[src/rtl/morse_pkg.sv]
// Shared types and the Morse-to-ASCII table for the straight-key decoder.
package morse_pkg;

  typedef enum logic [1:0] {
    ST_IDLE = 2'd0,
    ST_MARK = 2'd1,
    ST_GAP  = 2'd2,
    ST_WORD = 2'd3
  } state_t;

  localparam logic [7:0] ASCII_SPACE   = 8'h20;
  localparam logic [7:0] ASCII_UNKNOWN = 8'h3F;

  // Pattern holds symbols LSB-last: the first keyed symbol ends up most significant.
  function automatic logic [7:0] morse_lookup(input logic [2:0] len, input logic [6:0] pattern);
    logic [7:0] ch;
    ch = ASCII_UNKNOWN;
    if (pattern[6:5] == 2'b00) begin
      case ({len, pattern[4:0]})
        {3'd1, 5'b00000}: ch = 8'h45; // E
        {3'd1, 5'b00001}: ch = 8'h54; // T
        {3'd2, 5'b00000}: ch = 8'h49; // I
        {3'd2, 5'b00001}: ch = 8'h41; // A
        {3'd2, 5'b00010}: ch = 8'h4E; // N
        {3'd2, 5'b00011}: ch = 8'h4D; // M
        {3'd3, 5'b00000}: ch = 8'h53; // S
        {3'd3, 5'b00001}: ch = 8'h55; // U
        {3'd3, 5'b00010}: ch = 8'h52; // R
        {3'd3, 5'b00011}: ch = 8'h57; // W
        {3'd3, 5'b00100}: ch = 8'h44; // D
        {3'd3, 5'b00101}: ch = 8'h4B; // K
        {3'd3, 5'b00110}: ch = 8'h47; // G
        {3'd3, 5'b00111}: ch = 8'h4F; // O
        {3'd4, 5'b00000}: ch = 8'h48; // H
        {3'd4, 5'b00001}: ch = 8'h56; // V
        {3'd4, 5'b00010}: ch = 8'h46; // F
        {3'd4, 5'b00100}: ch = 8'h4C; // L
        {3'd4, 5'b00110}: ch = 8'h50; // P
        {3'd4, 5'b00111}: ch = 8'h4A; // J
        {3'd4, 5'b01000}: ch = 8'h42; // B
        {3'd4, 5'b01001}: ch = 8'h58; // X
        {3'd4, 5'b01010}: ch = 8'h43; // C
        {3'd4, 5'b01011}: ch = 8'h59; // Y
        {3'd4, 5'b01100}: ch = 8'h5A; // Z
        {3'd4, 5'b01101}: ch = 8'h51; // Q
        {3'd5, 5'b11111}: ch = 8'h30;
        {3'd5, 5'b01111}: ch = 8'h31;
        {3'd5, 5'b00111}: ch = 8'h32;
        {3'd5, 5'b00011}: ch = 8'h33;
        {3'd5, 5'b00001}: ch = 8'h34;
        {3'd5, 5'b00000}: ch = 8'h35;
        {3'd5, 5'b10000}: ch = 8'h36;
        {3'd5, 5'b11000}: ch = 8'h37;
        {3'd5, 5'b11100}: ch = 8'h38;
        {3'd5, 5'b11110}: ch = 8'h39;
        default:          ch = ASCII_UNKNOWN;
      endcase
    end
    return ch;
  endfunction

endpackage

[src/rtl/morse_key_decoder_if.sv]
// Character stream from the decoder towards the UART transmitter path.
interface morse_key_decoder_if;
  import morse_pkg::*;

  logic [7:0] char_data;
  logic       char_valid;
  logic       char_ready;

  modport master (output char_data, output char_valid, input char_ready);
  modport slave  (input char_data, input char_valid, output char_ready);
endinterface

[src/rtl/morse_char_fifo.sv]
// First-word-fall-through character FIFO; head reads as zero while empty.
module morse_char_fifo
  import morse_pkg::*;
#(
  parameter int WIDTH = 8,
  parameter int DEPTH = 8
) (
  input  logic             clk,
  input  logic             Reset,
  input  logic             flush,
  input  logic             push,
  input  logic [WIDTH-1:0] din,
  input  logic             pop,
  output logic [WIDTH-1:0] dout,
  output logic             empty,
  output logic             full
);
  localparam int AW = $clog2(DEPTH);

  logic [WIDTH-1:0] mem [DEPTH];
  logic [AW:0]      wr_ptr_reg;
  logic [AW:0]      rd_ptr_reg;
  logic             do_push;
  logic             do_pop;

  assign empty   = (wr_ptr_reg == rd_ptr_reg);
  assign full    = (wr_ptr_reg[AW] != rd_ptr_reg[AW]) &&
                   (wr_ptr_reg[AW-1:0] == rd_ptr_reg[AW-1:0]);
  assign do_pop  = pop && !empty;
  // A pop in the same cycle frees the slot a push into a full FIFO needs.
  assign do_push = push && (!full || do_pop);

  always_ff @(posedge clk) begin
    if (Reset || flush) begin
      wr_ptr_reg <= '0;
      rd_ptr_reg <= '0;
    end else begin
      if (do_push) wr_ptr_reg <= wr_ptr_reg + 1'b1;
      if (do_pop)  rd_ptr_reg <= rd_ptr_reg + 1'b1;
    end
  end

  always_ff @(posedge clk) begin
    if (do_push) mem[wr_ptr_reg[AW-1:0]] <= din;
  end

  assign dout = empty ? '0 : mem[rd_ptr_reg[AW-1:0]];
endmodule

[src/rtl/morse_key_decoder.sv]
// Straight-key Morse decoder: debounces the key, times marks and gaps, and queues ASCII.
module morse_key_decoder
  import morse_pkg::*;
#(
  parameter int UNIT_CYCLES     = 50_000_000 / 10,
  parameter int DEBOUNCE_CYCLES = 500_000,
  parameter int MAX_SYMBOLS     = 6,
  parameter int FIFO_DEPTH      = 8
) (
  input  logic                       clk,
  input  logic                       Reset,
  input  logic                       Key,
  input  logic                       Clear,
  morse_key_decoder_if.master        chars,
  output logic                       tone,
  output logic                       overflow,
  output logic                       sym_err
);
  localparam int TW = $clog2(8 * UNIT_CYCLES + 1);
  localparam int DW = $clog2(DEBOUNCE_CYCLES + 1);
  localparam logic [TW-1:0] T_DASH   = TW'(2 * UNIT_CYCLES);
  localparam logic [TW-1:0] T_WORD   = TW'(5 * UNIT_CYCLES);
  localparam logic [TW-1:0] T_MAX    = TW'(8 * UNIT_CYCLES);
  localparam logic [DW-1:0] DEB_LAST = DW'(DEBOUNCE_CYCLES - 1);
  localparam logic [2:0]    LEN_MAX  = 3'(MAX_SYMBOLS);

  logic          sync1_reg, sync2_reg, kd_reg, kd_prev_reg;
  logic [DW-1:0] deb_cnt_reg;
  logic [TW-1:0] t_reg;
  state_t        state_reg, state_next;
  logic [2:0]    len_reg, len_next;
  logic [6:0]    pattern_reg, pattern_next;
  logic          err_reg, err_next;
  logic          overflow_reg;
  logic          kd_rise, kd_fall, flush;
  logic          push_raw, push, sym_raw, pop;
  logic [7:0]    push_data;
  logic          fifo_empty, fifo_full;

  always_ff @(posedge clk) begin
    if (Reset) begin
      sync1_reg   <= 1'b0;
      sync2_reg   <= 1'b0;
      kd_reg      <= 1'b0;
      kd_prev_reg <= 1'b0;
      deb_cnt_reg <= '0;
    end else begin
      sync1_reg   <= Key;
      sync2_reg   <= sync1_reg;
      kd_prev_reg <= kd_reg;
      if (sync2_reg == kd_reg) begin
        deb_cnt_reg <= '0;
      end else if (deb_cnt_reg == DEB_LAST) begin
        kd_reg      <= sync2_reg;
        deb_cnt_reg <= '0;
      end else begin
        deb_cnt_reg <= deb_cnt_reg + 1'b1;
      end
    end
  end

  assign kd_rise = kd_reg && !kd_prev_reg;
  assign kd_fall = !kd_reg && kd_prev_reg;
  assign flush   = Reset || Clear;

  // The edge clock already belongs to the new level, so the count restarts at 1
  // and t equals the full level length when the next edge is seen.
  always_ff @(posedge clk) begin
    if (flush)                  t_reg <= '0;
    else if (kd_rise || kd_fall) t_reg <= TW'(1);
    else if (t_reg != T_MAX)    t_reg <= t_reg + 1'b1;
  end

  always_comb begin
    state_next   = state_reg;
    len_next     = len_reg;
    pattern_next = pattern_reg;
    err_next     = err_reg;
    push_raw     = 1'b0;
    push_data    = ASCII_SPACE;
    sym_raw      = 1'b0;
    case (state_reg)
      ST_IDLE: if (kd_rise) state_next = ST_MARK;
      ST_MARK: begin
        if (kd_fall) begin
          state_next = ST_GAP;
          if (len_reg == LEN_MAX) begin
            err_next = 1'b1;
          end else begin
            pattern_next = {pattern_reg[5:0], (t_reg >= T_DASH)};
            len_next     = len_reg + 3'd1;
          end
        end
      end
      ST_GAP: begin
        if (t_reg == T_DASH) begin
          push_raw     = 1'b1;
          push_data    = err_reg ? ASCII_UNKNOWN : morse_lookup(len_reg, pattern_reg);
          sym_raw      = err_reg;
          len_next     = '0;
          pattern_next = '0;
          err_next     = 1'b0;
          state_next   = kd_rise ? ST_MARK : ST_WORD;
        end else if (kd_rise) begin
          state_next = ST_MARK;
        end
      end
      ST_WORD: begin
        if (t_reg == T_WORD) begin
          push_raw   = 1'b1;
          push_data  = ASCII_SPACE;
          state_next = kd_rise ? ST_MARK : ST_IDLE;
        end else if (kd_rise) begin
          state_next = ST_MARK;
        end
      end
      default: state_next = ST_IDLE;
    endcase
  end

  always_ff @(posedge clk) begin
    if (flush) begin
      state_reg   <= ST_IDLE;
      len_reg     <= '0;
      pattern_reg <= '0;
      err_reg     <= 1'b0;
    end else begin
      state_reg   <= state_next;
      len_reg     <= len_next;
      pattern_reg <= pattern_next;
      err_reg     <= err_next;
    end
  end

  assign push    = push_raw && !flush;
  assign sym_err = sym_raw && !flush;
  assign pop     = chars.char_valid && chars.char_ready;

  always_ff @(posedge clk) begin
    if (flush)                           overflow_reg <= 1'b0;
    else if (push && fifo_full && !pop) overflow_reg <= 1'b1;
  end

  morse_char_fifo #(
    .WIDTH (8),
    .DEPTH (FIFO_DEPTH)
  ) u_fifo (
    .clk   (clk),
    .Reset (Reset),
    .flush (Clear),
    .push  (push),
    .din   (push_data),
    .pop   (pop),
    .dout  (chars.char_data),
    .empty (fifo_empty),
    .full  (fifo_full)
  );

  assign chars.char_valid = !fifo_empty;
  assign tone             = kd_reg;
  assign overflow         = overflow_reg;
endmodule

[src/flat_wrapper.sv]
// flat-port wrapper written by rule: the top's interface ports become plain ports
module morse_key_decoder_flat import morse_pkg::*;
#(
  parameter int UNIT_CYCLES     = 50_000_000 / 10,
  parameter int DEBOUNCE_CYCLES = 500_000,
  parameter int MAX_SYMBOLS     = 6,
  parameter int FIFO_DEPTH      = 8
)
  (clk, Reset, Key, Clear, tone, overflow, sym_err, chars_char_data, chars_char_valid, chars_char_ready);
  morse_key_decoder_if chars_i ();
  input  logic clk;
  input  logic Reset;
  input  logic Key;
  input  logic Clear;
  output logic tone;
  output logic overflow;
  output logic sym_err;
  output wire logic [$bits(chars_i.char_data)-1:0] chars_char_data;
  output wire logic [$bits(chars_i.char_valid)-1:0] chars_char_valid;
  input wire logic [$bits(chars_i.char_ready)-1:0] chars_char_ready;
  assign chars_char_data = chars_i.char_data;
  assign chars_char_valid = chars_i.char_valid;
  assign chars_i.char_ready = chars_char_ready;
  morse_key_decoder #(.UNIT_CYCLES(UNIT_CYCLES), .DEBOUNCE_CYCLES(DEBOUNCE_CYCLES), .MAX_SYMBOLS(MAX_SYMBOLS), .FIFO_DEPTH(FIFO_DEPTH)) u_core (.clk(clk), .Reset(Reset), .Key(Key), .Clear(Clear), .chars(chars_i), .tone(tone), .overflow(overflow), .sym_err(sym_err));
endmodule
[config.mk]
export PLATFORM = sky130hd
export DESIGN_NAME = morse_key_decoder_flat
export DESIGN_NICKNAME = d
export VERILOG_FILES = /design/src/rtl/morse_pkg.sv /design/src/rtl/morse_key_decoder_if.sv /design/src/rtl/morse_char_fifo.sv /design/src/rtl/morse_key_decoder.sv /design/src/flat_wrapper.sv
export SDC_FILE = /design/constraint.sdc
export NUM_CORES = 1
export LEC_CHECK = 0
export BUFFER_PORTS_ARGS = -buffer_cell sky130_fd_sc_hd__buf_2
export CAP_MARGIN = 20
export CORE_ASPECT_RATIO = 0.75
export CORE_MARGIN = 2
export CORE_UTILIZATION = 48
export CTS_CLUSTER_SIZE = 28
export DETAILED_ROUTE_END_ITERATION = 10
export GPL_TIMING_DRIVEN = 0
export PLACE_DENSITY = 0.7
export SLEW_MARGIN = 10
export SYNTH_ARGS = -nofsm -noshare
export SYNTH_HDL_FRONTEND = slang
export SYNTH_SLANG_ARGS = --single-unit
[constraint.sdc]
create_clock -name clk -period 2.3 [get_ports clk]
set_input_delay 0.69 -clock clk [delete_from_list [all_inputs] [get_ports clk]]
set_output_delay 0.69 -clock clk [all_outputs]
set_load 0.02 [all_outputs]
## Word level (Yosys, flattened, before mapping)

Memory sizes are Yosys's and may differ from the RTL's. A register that Yosys moved wholly into a read port is not among the register bits.
Cells that the tools add are included.

| cells by class | value |
|---|---|
| add/subtract/negate cells | 5 |
| $lt $le $gt $ge | 1 |
| eq/ne operators | 52 |
| multiplexer cells | 36 |
| bitwise operators | 1 |
| reductions and logical operators | 28 |

Operators with widths:

| kind | number |
|---|---|
| 7-bit one-hot mux with 36 select lines | 1 |
| 8-bit equality test (second input constant) | 22 |
| 8-bit by 7-bit equality test with 1-bit output (second input constant) | 12 |
| 8-bit two-way mux | 5 |
| 26-bit by 1-bit adder with 26-bit output (second input constant) | 1 |
| 26-bit by 24-bit equality test with 1-bit output (second input constant) | 1 |
| 26-bit by 25-bit equality test with 1-bit output (second input constant) | 1 |
| 26-bit by 24-bit >= comparator with 1-bit output (second input constant) | 1 |
| 26-bit != test (second input constant) | 1 |
| 7-bit two-way mux | 3 |
| 19-bit by 1-bit adder with 19-bit output (second input constant) | 1 |
| 19-bit equality test (second input constant) | 1 |
| 8-bit by 6-bit equality test with 1-bit output (second input constant) | 2 |
| 3-bit two-way mux | 5 |
| 7-bit one-hot mux with 2 select lines | 1 |
| 1-bit two-way mux | 12 |
| 1-bit logical AND | 10 |
| 2-bit two-way mux | 5 |
| 4-bit by 1-bit adder with 4-bit output (second input constant) | 2 |
| 2-bit one-hot mux with 4 select lines | 1 |
| 4-bit AND reduction | 2 |
| 1-bit zero test | 6 |
| 2-bit by 1-bit != test with 1-bit output (second input constant) | 3 |
| 3-bit one-hot mux with 2 select lines | 1 |
| 17 further kinds | 23 |

| word-level totals | value |
|---|---|
| bits in registers | 71 |
| bits in writable memories | 64 |
| bits of input ports | 5 |
| memories kept | 1 |

Memories:

| memory | words | bits a word | read ports | clocked after memory_dff | write ports | RTL line | text |
|---|---|---|---|---|---|---|---|
| u_core.u_fifo.mem | 8 | 8 | 1 | 1 | 1 | morse_char_fifo.sv:20 | `logic [WIDTH-1:0] mem [DEPTH];` |

## Depth between registers and ports, before layout

| logic depth | value |
|---|---|
| depth after elaboration | 8 |
| mapped depth | 9 |
| mapped depth without buffers | 7 |

## Hierarchy

A second synthesis with hierarchy kept.

| unflattened totals | value |
|---|---|
| cells, all modules | 653 |
| area, all modules | 6887.9 um^2 |

By module, submodules not included:

| module | instances | cells an instance | area an instance (um^2) | seq. area each (um^2) |
|---|---|---|---|---|
| morse_key_decoder | 1 | 478 | 3802.4 | 1261.2 |
| morse_char_fifo | 1 | 175 | 3085.5 | 2142.1 |

## Worst setup path after synthesis

Ideal clock, no wire load.

| timing | value |
|---|---|
| kind | flip-flop to output port |
| from | reg u_core.t_reg[18] |
| to | out sym_err |
| data arrival time | 1988 ps |
| data required time | 1610 ps |
| path slack | -378 ps |
| stages on the path, launching flop included | 8 |
| path buffers | 3 |
| cells stage by stage | dfxtp_1 > buf_4 > nor4_4 > nand4_2 > or4_1 > buf_2 > buf_6 > nor2_1 |

| between the ends | value |
|---|---|
| longest elaborated chain between the ends | 4 |

Ends and longest elaborated chain:

| element | RTL line | text |
|---|---|---|
| start: declaration | morse_key_decoder.sv:29 | `logic [TW-1:0] t_reg;` |
| start signal: assignment | morse_key_decoder.sv:71 | `else if (t_reg != T_MAX) t_reg <= t_reg + 1'b1;` |
| 26-bit by 24-bit equality test with 1-bit output | morse_key_decoder.sv:96 | `if (t_reg == T_DASH) begin` |
| 1-bit two-way mux | morse_key_decoder.sv:96 |  |
| 1-bit two-way mux | morse_key_decoder.sv:82 | `case (state_reg)` |
| 1-bit logical AND | morse_key_decoder.sv:136 | `assign sym_err = sym_raw && !flush;` |
| end: declaration | flat_wrapper.sv:17 | `output logic sym_err;` |

No other way between the ends.

## Final worst setup path

| timing | value |
|---|---|
| from | reg u_core.t_reg[0] |
| to | mem u_core.u_fifo.mem[7][1], enable pin |

| between the ends | value |
|---|---|
| longest elaborated chain between the ends | 7 |
| elaborated cells between the ends (all ways) | 9 |
| classes of those cells | eq/ne: 2; mux: 5; reduce/logical: 2 |

Ends and longest elaborated chain:

| element | RTL line | text |
|---|---|---|
| 26-bit by 25-bit equality test with 1-bit output or 26-bit by 24-bit equality test with 1-bit output (tied branches) | morse_key_decoder.sv:109, morse_key_decoder.sv:96 |  |
| 1-bit two-way mux (on tied branches) | morse_key_decoder.sv:109, morse_key_decoder.sv:96 |  |
| 1-bit one-hot mux with 2 select lines (*) | morse_key_decoder.sv:82 |  |
| 1-bit logical AND (*) | morse_key_decoder.sv:135 | `assign push = push_raw && !flush;` |
| 1-bit logical AND (*) | morse_char_fifo.sv:31 | `assign do_push = push && (!full \|\| do_pop);` |
| 1-bit two-way mux (*) | morse_char_fifo.sv:44 | `if (do_push) mem[wr_ptr_reg[AW-1:0]] <= din;` |
| 1-bit two-way mux (implied by the code) (*) | morse_char_fifo.sv:44 |  |
| end: declaration | morse_char_fifo.sv:20 |  |

Mark *: on every way between the ends. The rest lies on a longest branch, timed or not.

==> impl_metrics.toml <==
[logic_synthesis]
synthAdderAreaFrac_pct = 1.72
synth_top_flop_cell = "dfxtp_1"
synth-edff-count = 56
yosysWarnings = 0
syn_inst = 629
ys_types = 76
synth-compound-area-share_pct = 8.48
synth.area.mux_share_pct = 6.51
yosys.area_share.xor_xnor_pct = 6.43
seq_area_frac_synth_pct = 48.4
synth_nets = 643
mappedNetlistArea_sq_um = 6540
synth-simple-area-share_pct = 24.3
async_flop_share_pct = 0
synth.avg_cell_area_sq_um = 10.4
synthTopCellsByArea = "edfxtp_1, dfxtp_1, mux4_2"
synth_top_family_by_area = "simple AND/OR/NAND/NOR gates"
ys_ff_latch = 130
yosysTopAreaCell = "edfxtp_1"
synth_top_area_share_pct = 25.7

[detailed_routing]
wl_met1_mm = 7.25
route.detailed.drc = 0
via_count = 5442
drt_wl_total_mm = 17.4
met3_length_mm = 1.07
drt_iter0_markers = 596
top_layer = "met4"
post_drt_wl_per_cell_um = 19.4
vias_per_cell = 6.06
drtPass1Iterations = 5
wl_met2_mm = 8.62
ant_nets = 0

[floorplan]
rows = 36
die-area_sq_um = 14600
fp.dieH_um = 105
die_w_um = 139
io_pins = 17
core_sq_um = 13200
start_util_pct = 49.7

[global_routing]
antenna_found_initial = 0
grt_pass1_wl_mm = 26.8
grt_pass1_vias = 5317
grt-ovfl-total = 0
grt_max_degree = 17
grt_use_total_pct = 23.1

[timing]
fin_ws_ns = -0.550
fin_crit_ns = 2.85
setup_tns_ns = -29.97
hold_viol_final = 0
setup_viol = 100
rsz0062_at_grt = "yes"
whs_ns = 0.445
max_freq_ghz = 0.351
max_slew_margin_pct = 45.5
finClkSkew_ns = 0.00687
max_slew.worst_pin.slew_ns = 0.814
period_share_pct = 124
final_max_slew_viol_count = 0

[cts]
cts.sinks = 130
cts.clk_slew.worst_paths_ns = 0.06
clk_path_buf_depth = 2
cts-root-buf = "clkbuf_16"
cts_made_buffers = 17
clk-insertion-delay-late_ns = 0.43
cts_tree = "built"
cts_hold_buf = 0
htree_levels = 4

[flow_run]
maxCapViolCount = 0

[pwr]
worst_ir_drop_vdd_v = 0.000496
p_leak_nw = 2.96
powerDensity_nw_per_um2 = 623
power_mw = 5.31

[cells_and_area]
largest_reg_flops = 56
drive_gt1_share_pct = 31.8
diodes = 0
fillCellCount = 976
regArea_sq_um = 3200
multi_input_area_sq_um = 3490
syn_to_final_growth_pct = 30.3
instances_no_fill = 898
utilization_pct = 64.8
nNetsFinal = 728
finalInstanceArea_sq_um = 8520

[placed_design]
place_area_sq_um = 6860
dp_worst_setup_slack_ns = -0.665
routabilityCongestion = 0.943
dp.cells = 815
portBuffers = 15
hpwl_mm = 9.95

[worst_setup_path]
cp-end-kind = "flip-flop"
crit_type = "flip-flop to flip-flop"
path_max_fanout = 4
startpoint_type = "flip-flop"
critical_path_arrival_ns = 2.99
required_ns = 2.44

[outcome]
status = "complete, but fails checks"
violations = "setup timing"

[hold_path]
hold_class = "flip-flop to flip-flop"
==> routing by layer <==
metal	track usage, %	vias to the layer above
li1	-	2497
met1	29.5	2679
met2	38.2	208
met3	5.50	58
met4	9.24	0
met5	0	-
==> timing repair <==
item | CTS | global route
pin swaps | 22 | 17
gates cloned | 1 | 0
setup endpoints to repair | 131 | 134
gates resized for setup | 118 | 38
setup buffers | 47 | 13
==> cells in the final DEF, fill, tap and decap left out, types with 18 or more instances in the layout <==
| master | count |
|---|---|
| buf_6 | 27 |
| xor2_1 | 26 |
| nand2_1 | 42 |
| nor2_1 | 67 |
| nand3_1 | 31 |
| buf_4 | 39 |
| edfxtp_1 | 56 |
| a21oi_1 | 22 |
| xnor2_1 | 18 |
| dfxtp_1 | 53 |
==> synth_stat cells (16+ instances only) <==
| cell | n |
|---|---|
| dfxtp_1 | 74 |
| nand3_1 | 33 |
| xnor2_1 | 22 |
| nand2_1 | 42 |
| nor2_1 | 71 |
| edfxtp_1 | 56 |
| a21oi_1 | 24 |
| inv_1 | 16 |
| xor2_1 | 26 |
| nand4_1 | 16 |
| clkbuf_1 | 25 |
==> worst max-delay path, stage by stage (launching register included) <==
cell	delay, ns
dfxtp_2	0.32
inv_2	0.07
ha_4	0.13
nand4bb_4	0.12
buf_4	0.16
buf_6	0.11
or4_4	0.53
o32ai_4	0.13
buf_6	0.15
nand4_4	0.13
buf_6	0.17
buf_6	0.10
buf_6	0.10
buf_6	0.11
nor2_4	0.10
buf_6	0.13
==> final timing paths <==
kind	start	endpoint	slack, ns	depth (start not counted)
max	u_core.t_reg[0]	u_core.u_fifo.mem[7][1]	-0.55	15
min	u_core.sync1_reg	u_core.sync2_reg	0.45	1
max reg2reg	u_core.t_reg[0]	u_core.u_fifo.mem[7][1]	-0.55	15
min reg2reg	u_core.sync1_reg	u_core.sync2_reg	0.45	1
==> report_power, final <==
part | switching [mW] | leakage [nW] | total (mW) | internal (mW)
Clock | 1.13 | 0.300 | 2.87 | 1.74
Sequential | 0.00250 | 1.21 | 2.39 | 2.38
Combinational | 0.0343 | 1.45 | 0.0520 | 0.0177
==> logic make-up (layout without fill, tap and decap cells) <==
family	count (synthesis)	in the layout
muxes	25	25
adders and majority gates	9	9
other	1	1
buffers and inverters	60	158
xor gates and xnor gates	48	48
DFF	130	130
and+or+nand+nor	274	274
AOI/OAI and AO/OA	82	82
==> cell type report <==
type / count / area share, %
flip-flops and latches: 130 / 37.6
repair buffers: 75 / 8.15
multi-input cells: 439 / 40.9
clock buffers: 17 / 4.99
well taps: 171 / 2.51
inverters: 17 / 0.822
plain buffers: 34 / 2.67
clock inverters: 15 / 2.32
Power figures use the tool's default switching activity.
